==> src/rtl/sram_way_ctrl.sv <==
// Sequencer for one SETS x WAYS x WAYW two-port SRAM: post-reset/flush clear, round-robin write
// arbitration, read gating and same-cycle write-to-read forwarding. Optional macro: SRAM_WAY_CTRL_PERF_EN.
module sram_way_ctrl #(
  parameter int unsigned SETS = 256,
  parameter int unsigned WAYS = 4,
  parameter int unsigned WAYW = 20
) (
  input  logic                      clock,
  input  logic                      reset,
  input  logic                      flush_req,
  output logic                      init_done,
  input  logic                      rd_valid,
  output logic                      rd_ready,
  input  logic [$clog2(SETS)-1:0]   rd_addr,
  output logic                      rd_resp_valid,
  output logic [WAYS*WAYW-1:0]      rd_resp_data,
  input  logic                      wa_valid,
  output logic                      wa_ready,
  input  logic [$clog2(SETS)-1:0]   wa_addr,
  input  logic [WAYS*WAYW-1:0]      wa_data,
  input  logic [WAYS-1:0]           wa_mask,
  input  logic                      wb_valid,
  output logic                      wb_ready,
  input  logic [$clog2(SETS)-1:0]   wb_addr,
  input  logic [WAYS*WAYW-1:0]      wb_data,
  input  logic [WAYS-1:0]           wb_mask,
  output logic [$clog2(SETS)-1:0]   sram_r_addr,
  input  logic [WAYS*WAYW-1:0]      sram_r_data,
  output logic                      sram_w_en,
  output logic [$clog2(SETS)-1:0]   sram_w_addr,
  output logic [WAYS*WAYW-1:0]      sram_w_data,
  output logic [WAYS-1:0]           sram_w_mask
`ifdef SRAM_WAY_CTRL_PERF_EN
  ,
  output logic [15:0]               perf_conflicts,
  output logic [15:0]               perf_bypass
`endif
);

  localparam int unsigned AW = $clog2(SETS);
  localparam int unsigned DW = WAYS * WAYW;

  localparam logic [0:0] S_CLEAR = 1'b0;
  localparam logic [0:0] S_RUN   = 1'b1;

  logic [0:0]      r_state;
  logic [AW-1:0]   r_ptr;
  logic            r_prio;        // 0: A has priority, 1: B
  logic            r_resp_valid;
  logic [AW-1:0]   r_raddr;
  logic [WAYS-1:0] r_byp_mask;
  logic [DW-1:0]   r_byp_data;

  logic w_run;
  logic w_rd_acc;
  logic w_grant_a;
  logic w_grant_b;
  logic w_byp_hit;

  assign w_run     = (r_state == S_RUN);
  assign w_grant_a = w_run & wa_valid & (~wb_valid | ~r_prio);
  assign w_grant_b = w_run & wb_valid & (~wa_valid |  r_prio);
  assign w_rd_acc  = w_run & rd_valid;

  assign init_done     = w_run;
  assign rd_ready      = w_run;
  assign wa_ready      = w_grant_a;
  assign wb_ready      = w_grant_b;
  assign rd_resp_valid = r_resp_valid;
  assign sram_r_addr   = w_rd_acc ? rd_addr : r_raddr;

  always_comb begin
    sram_w_en   = 1'b0;
    sram_w_addr = '0;
    sram_w_data = '0;
    sram_w_mask = '0;
    if (!w_run) begin
      sram_w_en   = 1'b1;
      sram_w_addr = r_ptr;
      sram_w_mask = '1;
    end else if (w_grant_a) begin
      sram_w_en   = 1'b1;
      sram_w_addr = wa_addr;
      sram_w_data = wa_data;
      sram_w_mask = wa_mask;
    end else if (w_grant_b) begin
      sram_w_en   = 1'b1;
      sram_w_addr = wb_addr;
      sram_w_data = wb_data;
      sram_w_mask = wb_mask;
    end
  end

  // A write landing on the set being read this cycle overrides the stale SRAM ways next cycle
  assign w_byp_hit = w_rd_acc & (w_grant_a | w_grant_b) & (sram_w_addr == rd_addr);

  always_comb begin
    rd_resp_data = '0;
    if (r_resp_valid) begin
      for (int unsigned i = 0; i < WAYS; i++) begin
        rd_resp_data[i*WAYW +: WAYW] = r_byp_mask[i] ? r_byp_data[i*WAYW +: WAYW]
                                                     : sram_r_data[i*WAYW +: WAYW];
      end
    end
  end

  always_ff @(posedge clock or negedge reset) begin
    if (!reset) begin
      r_state      <= S_CLEAR;
      r_ptr        <= '0;
      r_prio       <= 1'b0;
      r_resp_valid <= 1'b0;
      r_raddr      <= '0;
      r_byp_mask   <= '0;
      r_byp_data   <= '0;
    end else begin
      r_resp_valid <= w_rd_acc;
      if (w_rd_acc) r_raddr <= rd_addr;
      r_byp_mask <= w_byp_hit ? sram_w_mask : '0;
      if (w_byp_hit) r_byp_data <= sram_w_data;
      if (w_grant_a)      r_prio <= 1'b1;
      else if (w_grant_b) r_prio <= 1'b0;
      case (r_state)
        S_CLEAR: begin
          if (r_ptr == AW'(SETS - 1)) begin
            r_state <= S_RUN;
            r_ptr   <= '0;
          end else begin
            r_ptr <= r_ptr + 1'b1;
          end
        end
        default: begin
          if (flush_req) begin
            r_state <= S_CLEAR;
            r_ptr   <= '0;
          end
        end
      endcase
    end
  end

`ifdef SRAM_WAY_CTRL_PERF_EN
  logic [15:0] r_perf_conf;
  logic [15:0] r_perf_byp;

  always_ff @(posedge clock or negedge reset) begin
    if (!reset) begin
      r_perf_conf <= '0;
      r_perf_byp  <= '0;
    end else begin
      if (w_run && wa_valid && wb_valid && (r_perf_conf != '1)) r_perf_conf <= r_perf_conf + 1'b1;
      if (w_byp_hit && (r_perf_byp != '1))                      r_perf_byp  <= r_perf_byp + 1'b1;
    end
  end

  assign perf_conflicts = r_perf_conf;
  assign perf_bypass    = r_perf_byp;
`endif

endmodule

==> config.mk <==
export PLATFORM = sky130hd
export DESIGN_NAME = sram_way_ctrl
export DESIGN_NICKNAME = d
export VERILOG_FILES = /design/src/rtl/sram_way_ctrl.sv
export SDC_FILE = /design/constraint.sdc
export NUM_CORES = 1
export LEC_CHECK = 0
export ABC_AREA = 0
export CAP_MARGIN = 25
export CORE_AREA = 2 2 179 181
export CTS_BUF_LIST = sky130_fd_sc_hd__clkbuf_2 sky130_fd_sc_hd__clkbuf_4 sky130_fd_sc_hd__clkbuf_8
export CTS_CLUSTER_DIAMETER = 40
export DETAILED_ROUTE_END_ITERATION = 10
export DIE_AREA = 0 0 181 183
export PLACE_DENSITY = 0.54
export SLEW_MARGIN = 20
export SYNTH_ARGS = -nofsm -noshare
export SYNTH_HDL_FRONTEND = slang
export SYNTH_SLANG_ARGS = --single-unit
==> constraint.sdc <==
create_clock -name clock -period 4.97 [get_ports clock]
set_clock_uncertainty 0.05 [all_clocks]
set_input_delay 0.994 -clock clock [delete_from_list [all_inputs] [get_ports clock]]
set_output_delay 0.994 -clock clock [all_outputs]
set_load 0.05 [all_outputs]
# Word-level counts from Yosys, hierarchy flattened
# Cells that the tools add are included.
[word_totals] regBits=103 in_bits=278
[classes] n_addsub=1 muxes=27 n_eq_ne=3 n_bitwise=13 reduce_logical=1
[op_table] cell="$mux W80" count=4
[op_table] cell="$mux W20" count=4
[op_table] cell="$mux W8" count=7
[op_table] cell="$mux W4" count=4
[op_table] cell="$add A8 B1 Y8 const B" count=1
[op_table] cell="$eq A8 B8 Y1" count=1
[op_table] cell="$eq A8 B8 Y1 const B" count=1
[op_table] cell="$mux W1" count=8
[op_table] cell="$and A1 B1 Y1" count=7
[op_table] cell="$not A1 Y1" count=3
[op_table] cell="$or A1 B1 Y1" count=3
[op_table] cell="$ne A2 B2 Y1 const B" count=1
[op_table] cell="$reduce_bool A2 Y1" count=1

# Depth between registers and ports, before layout
# Gate-level depths: netlist of run 1.
[logic_depth] depth_word=9 ltp_mapped=9 ltp_nobuf=7

# Worst setup path before layout of run 1
# OpenSTA, ideal clock, no wires.
[synth_timing] path_kind="input-to-output" from="input wa_valid" to="output sram_w_data[75]" path_stages=6 arrival_ps=2954 path_slack_ps=972 path_cell_list="a21boi_1 -> buf_2 -> and2_1 -> buf_2 -> buf_1 -> a22o_1"
[synth_lines] element="from (decl)" line="17" text="input logic wa_valid,"
[synth_lines] element="$and A1 B1 Y1 (2 in a row)" line="61" text="assign w_grant_a = w_run & wa_valid & (~wb_valid | ~r_prio);"
[synth_lines] element="named net wa_ready" line="18" text="output logic wa_ready,"
[synth_lines] element="$mux W80" line="81" text="end else if (w_grant_a) begin"
[synth_lines] element="$mux W80" line="77" text="if (!w_run) begin"
[synth_lines] element="to (decl)" line="31" text="output logic [WAYS*WAYW-1:0] sram_w_data,"
# The timed path passes the listed nets, and every way through them passes these cells.

# Worst setup path after layout of run 1
[layout_timing] from="input wb_valid" to="output sram_w_addr[5]"
[layout_via] elab_chain_cells=5
[layout_rtl] element="from (decl)" line="22" text="input logic wb_valid,"
[layout_rtl] element="$and A1 B1 Y1 / $not A1 Y1 (equally long branches)" line="62, 61"
[layout_rtl] element="$and A1 B1 Y1 / $or A1 B1 Y1 (equally long branches)" line="62, 61"
[layout_rtl] element="$mux W8 / $and A1 B1 Y1 (equally long branches)" line="86, 61"
[layout_rtl] element="$mux W8 *" line="81"
[layout_rtl] element="$mux W8 *" line="77"
[layout_rtl] element="to (decl)" line="30" text="output logic [$clog2(SETS)-1:0] sram_w_addr,"
# Every way passes the cells marked *; elsewhere a longest branch is shown, timed or not.

==> impl_metrics.tcl, run 1 <==
set metrics [dict create \
    slew_viol_final 0 \
    rsz0062_at_grt "false" \
    final.setup.tns_ps 0 \
    cp_slowest_stage_delay_ps 820 \
    end_kind "primary output" \
    area_growth_pct 90.2 \
    core.rowCount 65 \
    avgSynthCellArea_um2 11.4 \
    drc_errors 0 \
    die_h_um 183 \
    grt_pass1_wl_um 43400 \
    layout_min_cycle_time_ps 4440 \
    switchingPower_uw 734 \
    io_buffers 463 \
    cp.arrival_ps 3400 \
    synthMostInstantiatedCell "dfrtp_1" \
    hp-class "flip-flop to flip-flop" \
    cts_resized 0 \
    grt_antenna_before_repair 1 \
    drt_iter0_drc 238 \
    dp.final_hpwl_um 22900 \
    clk_latency_ps 380 \
    slowest_stage "clkdlybuf4s50_1" \
    cts_inserted_buffers 9 \
    gr-total-overflow 0 \
    power_frac_comb 0.322 \
    cts.sinks 103 \
    cts_setup_buffers 0 \
    powerDensity_mw_per_mm2 172 \
    insertedDiodeCount 0 \
    die_area_mm2 0.0331 \
    worst_slew_pin_slew_ps 999 \
    synth_nets 866 \
    power_uw 2190 \
    ir_drop_mv 0.265 \
    cts_tree "yes" \
    grt_pass1_vias 6901 \
    max_cap_violations 0 \
    num_vias 6450 \
    finalWorstSetupSlack_ps 526 \
    ys_seq_area_frac 0.386 \
    synth_area_mm2 0.00668 \
    preCtsSetupSlack_ps 512 \
    report.final.hold_viol_count 0 \
    outcome "completed" \
    crit_top_cell "clkdlybuf4s50_1" \
    gp_congestion 0.843 \
    netlist_top_cells_count "103 x dfrtp_1, 86 x nor2b_1, 82 x mux2i_1, 81 x a22o_1, 55 x mux2_4" \
    ff_latch_area_mm2 0.00258 \
    syn-instance-count 587 \
    die_width_um 181 \
    ys_ff_latch 103 \
    p_int_uw 1460 \
    ys_top_cells_by_area "dfrtp_1 39%, mux2_4 12%, mux2i_1 12%" \
    multi_input_area_mm2 0.00386 \
    slew_headroom 0.334 \
    synth-edff-count 0 \
    h-tree-depth 3 \
    clk_pin_slew_worst_paths_ps 120 \
    antenna_left 0 \
    grt_max_degree 59 \
    fin_nets 1303 \
    hold_buffers 0 \
    setup_viol_count_final 0 \
    critPathKind "input pin to primary output" \
    leakagePower_uw 0.00522 \
    clk_path_buf_depth 2 \
    grtUsageTotal 0.172 \
    pwr-share-seq 0.434 \
    ys_warn_count 0 \
    clock.fmax_mhz 225 \
    post_drt_wl_per_cell_um 20.6 \
    ios 464 \
    synth_ff_type "dfrtp_1" \
    core-area_mm2 0.0312 \
    drive_above_1_share 0.201 \
    yosys.area.top_type "dfrtp_1" \
    swShare 0.335 \
    clkPwrFrac 0.244 \
    path_cells "clkdlybuf4s50_1, a21boi_1, buf_4, a32oi_1, a21oi_1, clkdlybuf4s50_1" \
    drt_first_pass_iters 4 \
    ys_types 42 \
    clockRootBuffer "clkbuf_8" \
    cp_max_fo 11 \
    async_reset_ff_frac 1.00 \
    synth_top_area_share 0.386 \
    initial_core_util 0.214 \
    via_per_inst 4.51 \
    drt-total-wl_um 29500 \
    start_kind "input pin" \
    fin_crit_sh 0.894 \
    cp_data_required_time_ps 3930 \
    final.fill_count 3014 \
]
## layout make-up
class | count | share of cell area
Tap cell | 402 | 0.0396
Timing Repair Buffer | 478 | 0.438
Multi-Input combinational cell | 428 | 0.304
Clock inverter | 5 | 0.00335
Clock buffer | 11 | 0.0114
Inverter | 4 | 0.00118
Sequential cell | 103 | 0.203
## critical path: cells and delay by family
family	cells	cell delay, ps
AO/OA/AOI/OAI	3	740
buffers and inverters	3	1670
## power by group through the flow
stage	sequential (µW)	combinational [µW]	clock, µW
after detailed placement	962	705	0
final	951	704	535
after global routing	958	747	604
after CTS	947	709	577
after global placement	961	702	0
after floorplan	936	336	0
## flip-flops by register name, indices dropped and copies added (netlist names)
name,count
r_byp_data,80
r_ptr,8
r_raddr,8
r_byp_mask,4
init_done,1
r_prio,1
rd_resp_valid,1
## path summary, 6_finish.rpt
path                       slack (ps)        from        endpoint  cells after the start
hold reg to reg                   460  r_raddr[7]      r_raddr[7]                      1
setup reg to reg                 1590   init_done  r_byp_data[54]                      7
max in group asynchronous        3350       reset  r_byp_data[38]                      2
hold / removal                    460  r_raddr[7]      r_raddr[7]                      1
min in group asynchronous         620       reset      r_raddr[4]                      1
setup / recovery                  530    wb_valid  sram_w_addr[5]                      6
## through the flow
stage	util	std cells	cell area, µm²	hold WS, ps
4_1_cts	0.407	1431	12700	465
5_1_grt	0.407	1431	12700	480
2_1_floorplan	-	587	6680	414
3_5_place_dp	0.401	1415	12500	433
6_report	0.407	1431	12700	463
3_3_place_gp	0.401	1415	12500	424
## cell families (layout without fill, tap and decap cells)
logic type,count (synthesis),in the layout,synth area share
compound gates,123,123,0.152
flops,103,103,0.386
mux,168,168,0.299
xor+xnor,7,7,0.00918
buf+inv,56,498,0.0403
fa+ha+maj,1,1,0.00187
simple gates,129,129,0.112
## routing by layer
metal,global-route usage,part of all wire
met5,0,0.00044
met4,0.0299,0.010
met3,0.0469,0.065
met2,0.322,0.52
met1,0.199,0.41
## placed cells by master (no fill, tap or decap), types with 10 or more instances in the layout
cell type	count
dfrtp_1	101
clkdlybuf4s50_1	378
mux2_2	30
mux2i_1	82
nor2b_1	86
nor2_1	10
buf_4	18
buf_12	82
a22o_1	81
mux2_4	55
clkbuf_8	10
nand2_1	15
Note: power is estimated with default switching activity, not from simulation.
==> inputs of run 2 (changes only) <==
--- a/config.mk
+++ b/config.mk
@@ -6,7 +6,7 @@
 export NUM_CORES = 1
 export LEC_CHECK = 0
 export ABC_AREA = 0
-export CAP_MARGIN = 25
+export CAP_MARGIN = 30
 export CORE_AREA = 2 2 179 181
 export CTS_BUF_LIST = sky130_fd_sc_hd__clkbuf_2 sky130_fd_sc_hd__clkbuf_4 sky130_fd_sc_hd__clkbuf_8
 export CTS_CLUSTER_DIAMETER = 40
==> run 2 against run 1 <==
Against the previous run: die area is the same; global-route usage is the same; hold slack is essentially flat; via count is essentially flat; design area is essentially flat; clock power is essentially flat; setup slack is essentially flat; non-clock buffer count grew 1.
==> impl_metrics.tcl, run 2 (synthesized netlist as in run 1, its figures left out) <==
set metrics [dict create \
    drt_iter0_drc 243 \
    post_drt_wl_per_cell_um 20.7 \
    switchingPower_uw 733 \
    cts_resized 0 \
    grt_antenna_before_repair 1 \
    preCtsSetupSlack_ps 512 \
    grt_pass1_vias 6901 \
    crit_top_cell "clkdlybuf4s50_1" \
    gp_congestion 0.843 \
    num_vias 6448 \
    cp_slowest_stage_delay_ps 820 \
    start_kind "input pin" \
    drive_above_1_share 0.202 \
    path_cells "clkdlybuf4s50_1, a21boi_1, buf_4, a32oi_1, a21oi_1, clkdlybuf4s50_1" \
    core.rowCount 65 \
    power_uw 2190 \
    final_util 0.407 \
    cts.sinks 103 \
    clkPwrFrac 0.244 \
    largest_register_ffs 80 \
    power_frac_comb 0.321 \
    clk_path_buf_depth 2 \
    clock.fmax_mhz 225 \
    r2r_cells 7 \
    cts_setup_buffers 0 \
    reg.largest.list "r_byp_data (80), r_ptr (8), r_raddr (8)" \
    slew_headroom 0.419 \
    antenna_left 0 \
    dp.final_hpwl_um 22900 \
    swShare 0.335 \
    die_h_um 183 \
    fin_nets 1304 \
    fin_crit_sh 0.894 \
    hp-class "flip-flop to flip-flop" \
    p_int_uw 1460 \
    worst_slew_pin_slew_ps 871 \
    slowest_stage "clkdlybuf4s50_1" \
    slew_viol_final 0 \
    report.final.hold_viol_count 0 \
    setup_viol_count_final 0 \
    cts_tree "yes" \
    ios 464 \
    whs_ps 463 \
    insertedDiodeCount 0 \
    cp.arrival_ps 3400 \
    outcome "completed" \
    max_cap_violations 0 \
    pwr-share-seq 0.434 \
    core-area_mm2 0.0312 \
    initial_core_util 0.214 \
    ir_drop_mv 0.265 \
    finalWorstSetupSlack_ps 526 \
    die_width_um 181 \
    max_flop_register "r_byp_data" \
    final.setup.tns_ps 0 \
    clk_pin_slew_worst_paths_ps 120 \
    drc_errors 0 \
    area_growth_pct 90.3 \
    h-tree-depth 3 \
    final_common_cell "clkdlybuf4s50_1" \
    grt_pass1_wl_um 43400 \
    gr-total-overflow 0 \
    io_buffers 463 \
    clk_latency_ps 380 \
    hold_path_depth 1 \
    hold_buffers 0 \
    die_area_mm2 0.0331 \
    drt_first_pass_iters 4 \
    clockRootBuffer "clkbuf_8" \
    layout_min_cycle_time_ps 4440 \
    cp_data_required_time_ps 3930 \
    end_kind "primary output" \
    powerDensity_mw_per_mm2 172 \
    critPathKind "input pin to primary output" \
    grtUsageTotal 0.172 \
    layout_common_cells "378 x clkdlybuf4s50_1, 101 x dfrtp_1, 86 x nor2b_1" \
    via_per_inst 4.50 \
    leakagePower_uw 0.00522 \
    grt_max_degree 59 \
    cp_max_fo 11 \
    drt-total-wl_um 29600 \
    rsz0062_at_grt "false" \
    cts_inserted_buffers 9 \
]
[run 2: changes by cell type in the layout (fill, tap and decap cells not counted), sizes merged]
cell	before	now
buf	100	101
[run 2: per-layer routing]
metal  up-vias  share of wire  routed length [µm]  track usage
met5         -        0.00044                  13            0
met4         2         0.0082                 242       0.0299
met3        17          0.066                1950       0.0469
met2       263           0.52               15400        0.322
met1      3135           0.41               12000        0.199
li1       3031              -                   -            -
[run 2: cell type report]
cell class / count / area, µm²
Tap cell: 402 / 503
Fill cell: 3014 / 18500
Inverter: 4 / 15.0
Clock buffer: 11 / 145
Sequential cell: 103 / 2580
Timing Repair Buffer: 479 / 5570
Clock inverter: 5 / 42.5
Multi-Input combinational cell: 428 / 3860
[run 2: final timing paths]
kind | to | startpoint | slack, ps
worst min-delay path | r_raddr[7] | r_raddr[7] | 460
min in group asynchronous | r_raddr[4] | reset | 620
worst max-delay path | sram_w_addr[7] | wb_valid | 530
max in group asynchronous | r_byp_data[38] | reset | 3350
worst max register to register | r_byp_data[54] | init_done | 1590
worst min register to register | r_raddr[7] | r_raddr[7] | 460
[run 2: power by group through the flow]
stage	clock, µW	sequential [µW]	combinational (µW)
after global placement	0	961	702
after CTS	577	947	709
after detailed placement	0	962	705
final	535	950	704
after global routing	604	958	747
after floorplan	0	936	336
[run 2: critical path, delay by kind of cell]
kind / cells / cell delay, ps
buffers and inverters: 3 / 1670
AOI/OAI and AO/OA: 3 / 730
[run 2: metrics by stage]
stage	area (µm²)	instances
floorplan	6680	587
global placement	12500	1415
detailed placement	12500	1415
CTS	12700	1431
global route	12700	1432
finish	12700	1432
==> inputs of run 3 (changes only) <==
--- a/config.mk
+++ b/config.mk
@@ -7,12 +7,12 @@
 export LEC_CHECK = 0
 export ABC_AREA = 0
 export CAP_MARGIN = 30
-export CORE_AREA = 2 2 179 181
+export CORE_AREA = 2 2 182 184
 export CTS_BUF_LIST = sky130_fd_sc_hd__clkbuf_2 sky130_fd_sc_hd__clkbuf_4 sky130_fd_sc_hd__clkbuf_8
 export CTS_CLUSTER_DIAMETER = 40
 export DETAILED_ROUTE_END_ITERATION = 10
-export DIE_AREA = 0 0 181 183
-export PLACE_DENSITY = 0.54
+export DIE_AREA = 0 0 184 186
+export PLACE_DENSITY = 0.52
 export SLEW_MARGIN = 20
 export SYNTH_ARGS = -nofsm -noshare
 export SYNTH_HDL_FRONTEND = slang
==> constraint.sdc (replaced) <==
create_clock -name clock -period 5.2 [get_ports clock]
set_clock_uncertainty 0.05 [all_clocks]
set_input_delay 1.04 -clock clock [delete_from_list [all_inputs] [get_ports clock]]
set_output_delay 1.04 -clock clock [all_outputs]
set_load 0.05 [all_outputs]
==> run 3 against run 2 <==
Against the previous run: wire length up 2.0%; core utilization down 0.93 points; final cell count up 1.2%; register-to-register slack better by 110 ps; critical path depth unchanged; non-clock buffer count up 11; critical endpoint is now sram_w_addr[2]; hold slack about the same; sequential power down 4.7%; clock-buffer cell count down 2; flip-flop and latch count unchanged; critical path type unchanged; combinational power down 4.3%; first-iteration DRC count unchanged.
==> impl_metrics.tcl, run 3 (synthesized netlist as in run 1, its figures left out) <==
set metrics [dict create \
    outcome "completed" \
    start_kind "input pin" \
    grt_pass1_vias 6693 \
    drt_first_pass_iters 4 \
    antenna_left 0 \
    clk_path_buf_depth 2 \
    initial_core_util 0.207 \
    fin_crit_sh 0.829 \
    largest_register_ffs 80 \
    cts_resized 0 \
    drive_above_1_share 0.209 \
    via_per_inst 4.51 \
    hold_buffers 0 \
    grt_antenna_before_repair 0 \
    setup_viol_count_final 0 \
    final_common_cell "clkdlybuf4s50_1" \
    clockRootBuffer "clkbuf_8" \
    clk_latency_ps 380 \
    cp_max_fo 14 \
    core-area_mm2 0.0322 \
    place_inst 1433 \
    final_cells 1449 \
    dp.final_hpwl_um 24100 \
    grt_pass1_wl_um 43000 \
    hp-class "flip-flop to flip-flop" \
    reg.largest.list "r_byp_data (80), r_ptr (8), r_raddr (8)" \
    whs_ps 463 \
    cp_data_required_time_ps 4110 \
    insertedDiodeCount 0 \
    drt-total-wl_um 30200 \
    critPathKind "input pin to primary output" \
    drc_errors 0 \
    max_cap_violations 0 \
    report.final.hold_viol_count 0 \
    cts_inserted_buffers 9 \
    worst_slew_pin_slew_ps 928 \
    area_growth_pct 91.8 \
    placed_area_mm2 0.0126 \
    path_cells "clkdlybuf4s50_1, a21boi_1, buf_4, a32oi_1, a21oi_1, clkdlybuf4s50_1" \
    gr-total-overflow 0 \
    crit_top_cell "clkdlybuf4s50_1" \
    core.rowCount 66 \
    slew_headroom 0.381 \
    layout_common_cells "379 x clkdlybuf4s50_1, 101 x dfrtp_1, 86 x nor2b_1" \
    ir_drop_mv 0.226 \
    num_vias 6533 \
    grt_max_degree 56 \
    max_flop_register "r_byp_data" \
    ios 464 \
    powerDensity_mw_per_mm2 163 \
    io_buffers 463 \
    leakagePower_uw 0.00527 \
    cp_slowest_stage_delay_ps 840 \
    slowest_stage "clkdlybuf4s50_1" \
    rsz0062_at_grt "false" \
    clk_pin_slew_worst_paths_ps 120 \
    layout_min_cycle_time_ps 4310 \
    gp_congestion 0.862 \
    grtUsageTotal 0.169 \
    h-tree-depth 3 \
    drt_iter0_drc 243 \
    die_area_mm2 0.0342 \
    cp.arrival_ps 3220 \
    cts_setup_buffers 0 \
    die_width_um 184 \
    fin_nets 1315 \
    final.setup.tns_ps 0 \
    post_drt_wl_per_cell_um 20.8 \
    cts_tree "yes" \
    cts.sinks 103 \
    final_area_mm2 0.0128 \
    slew_viol_final 0 \
    end_kind "primary output" \
    clock.fmax_mhz 232 \
    die_h_um 186 \
]
-- run 3: cell count changes in the layout (fill, tap and decap cells not counted), moves of 2 or more --
cell and change:
buf_4 +10, inv_8 +2, clkinv_4 -3, inv_6 +2
-- run 3: area by class of cell --
| cell class | count | area, µm² |
|---|---|---|
| timing repair buffer | 490 | 5670 |
| tap | 408 | 510 |
| clock inverter | 7 | 61.3 |
| sequential | 103 | 2580 |
| clock buffer | 9 | 124 |
| fill | 3079 | 19400 |
| multi-input combinational | 428 | 3860 |
| inverter | 4 | 15.0 |
-- run 3: metal layers --
layer	vias up	wire [µm]	global-route usage
li1	3057	-	-
met1	3177	12100	0.198
met2	278	15700	0.314
met3	21	1950	0.0368
met4	0	369	0.0358
met5	-	0	0
-- run 3: worst paths after layout --
check | endpoint | startpoint | slack (ps) | cells after the start
worst min register to register | r_byp_data[50] | r_byp_data[50] | 460 | 1
max in group asynchronous | r_byp_mask[2] | reset | 3790 | 2
worst max register to register | r_byp_data[25] | init_done | 1700 | 7
worst min-delay path | r_byp_data[50] | r_byp_data[50] | 460 | 1
worst max-delay path | sram_w_addr[2] | wb_valid | 890 | 6
min in group asynchronous | r_byp_data[70] | reset | 700 | 2
-- run 3: metrics by stage --
step	total power (µW)	setup WS, ps	util
after floorplan	1220	1110	-
after global placement	1590	901	0.392
after detailed placement	1590	886	0.392
after CTS	2150	888	0.398
after global routing	2210	765	0.398
final	2090	890	0.398
-- run 3: critical path, delay by kind of cell --
family	cells	cell delay [ps]
compound gates	3	530
buf+inv	3	1640
-- run 3: power breakdown --
group	internal [µW]	total (µW)	leakage, µW	switching [µW]
logic	350	674	0.00378	324
clock network	186	515	0.0000945	329
registers	845	905	0.00140	60.0
total	1380	2090	0.00527	712
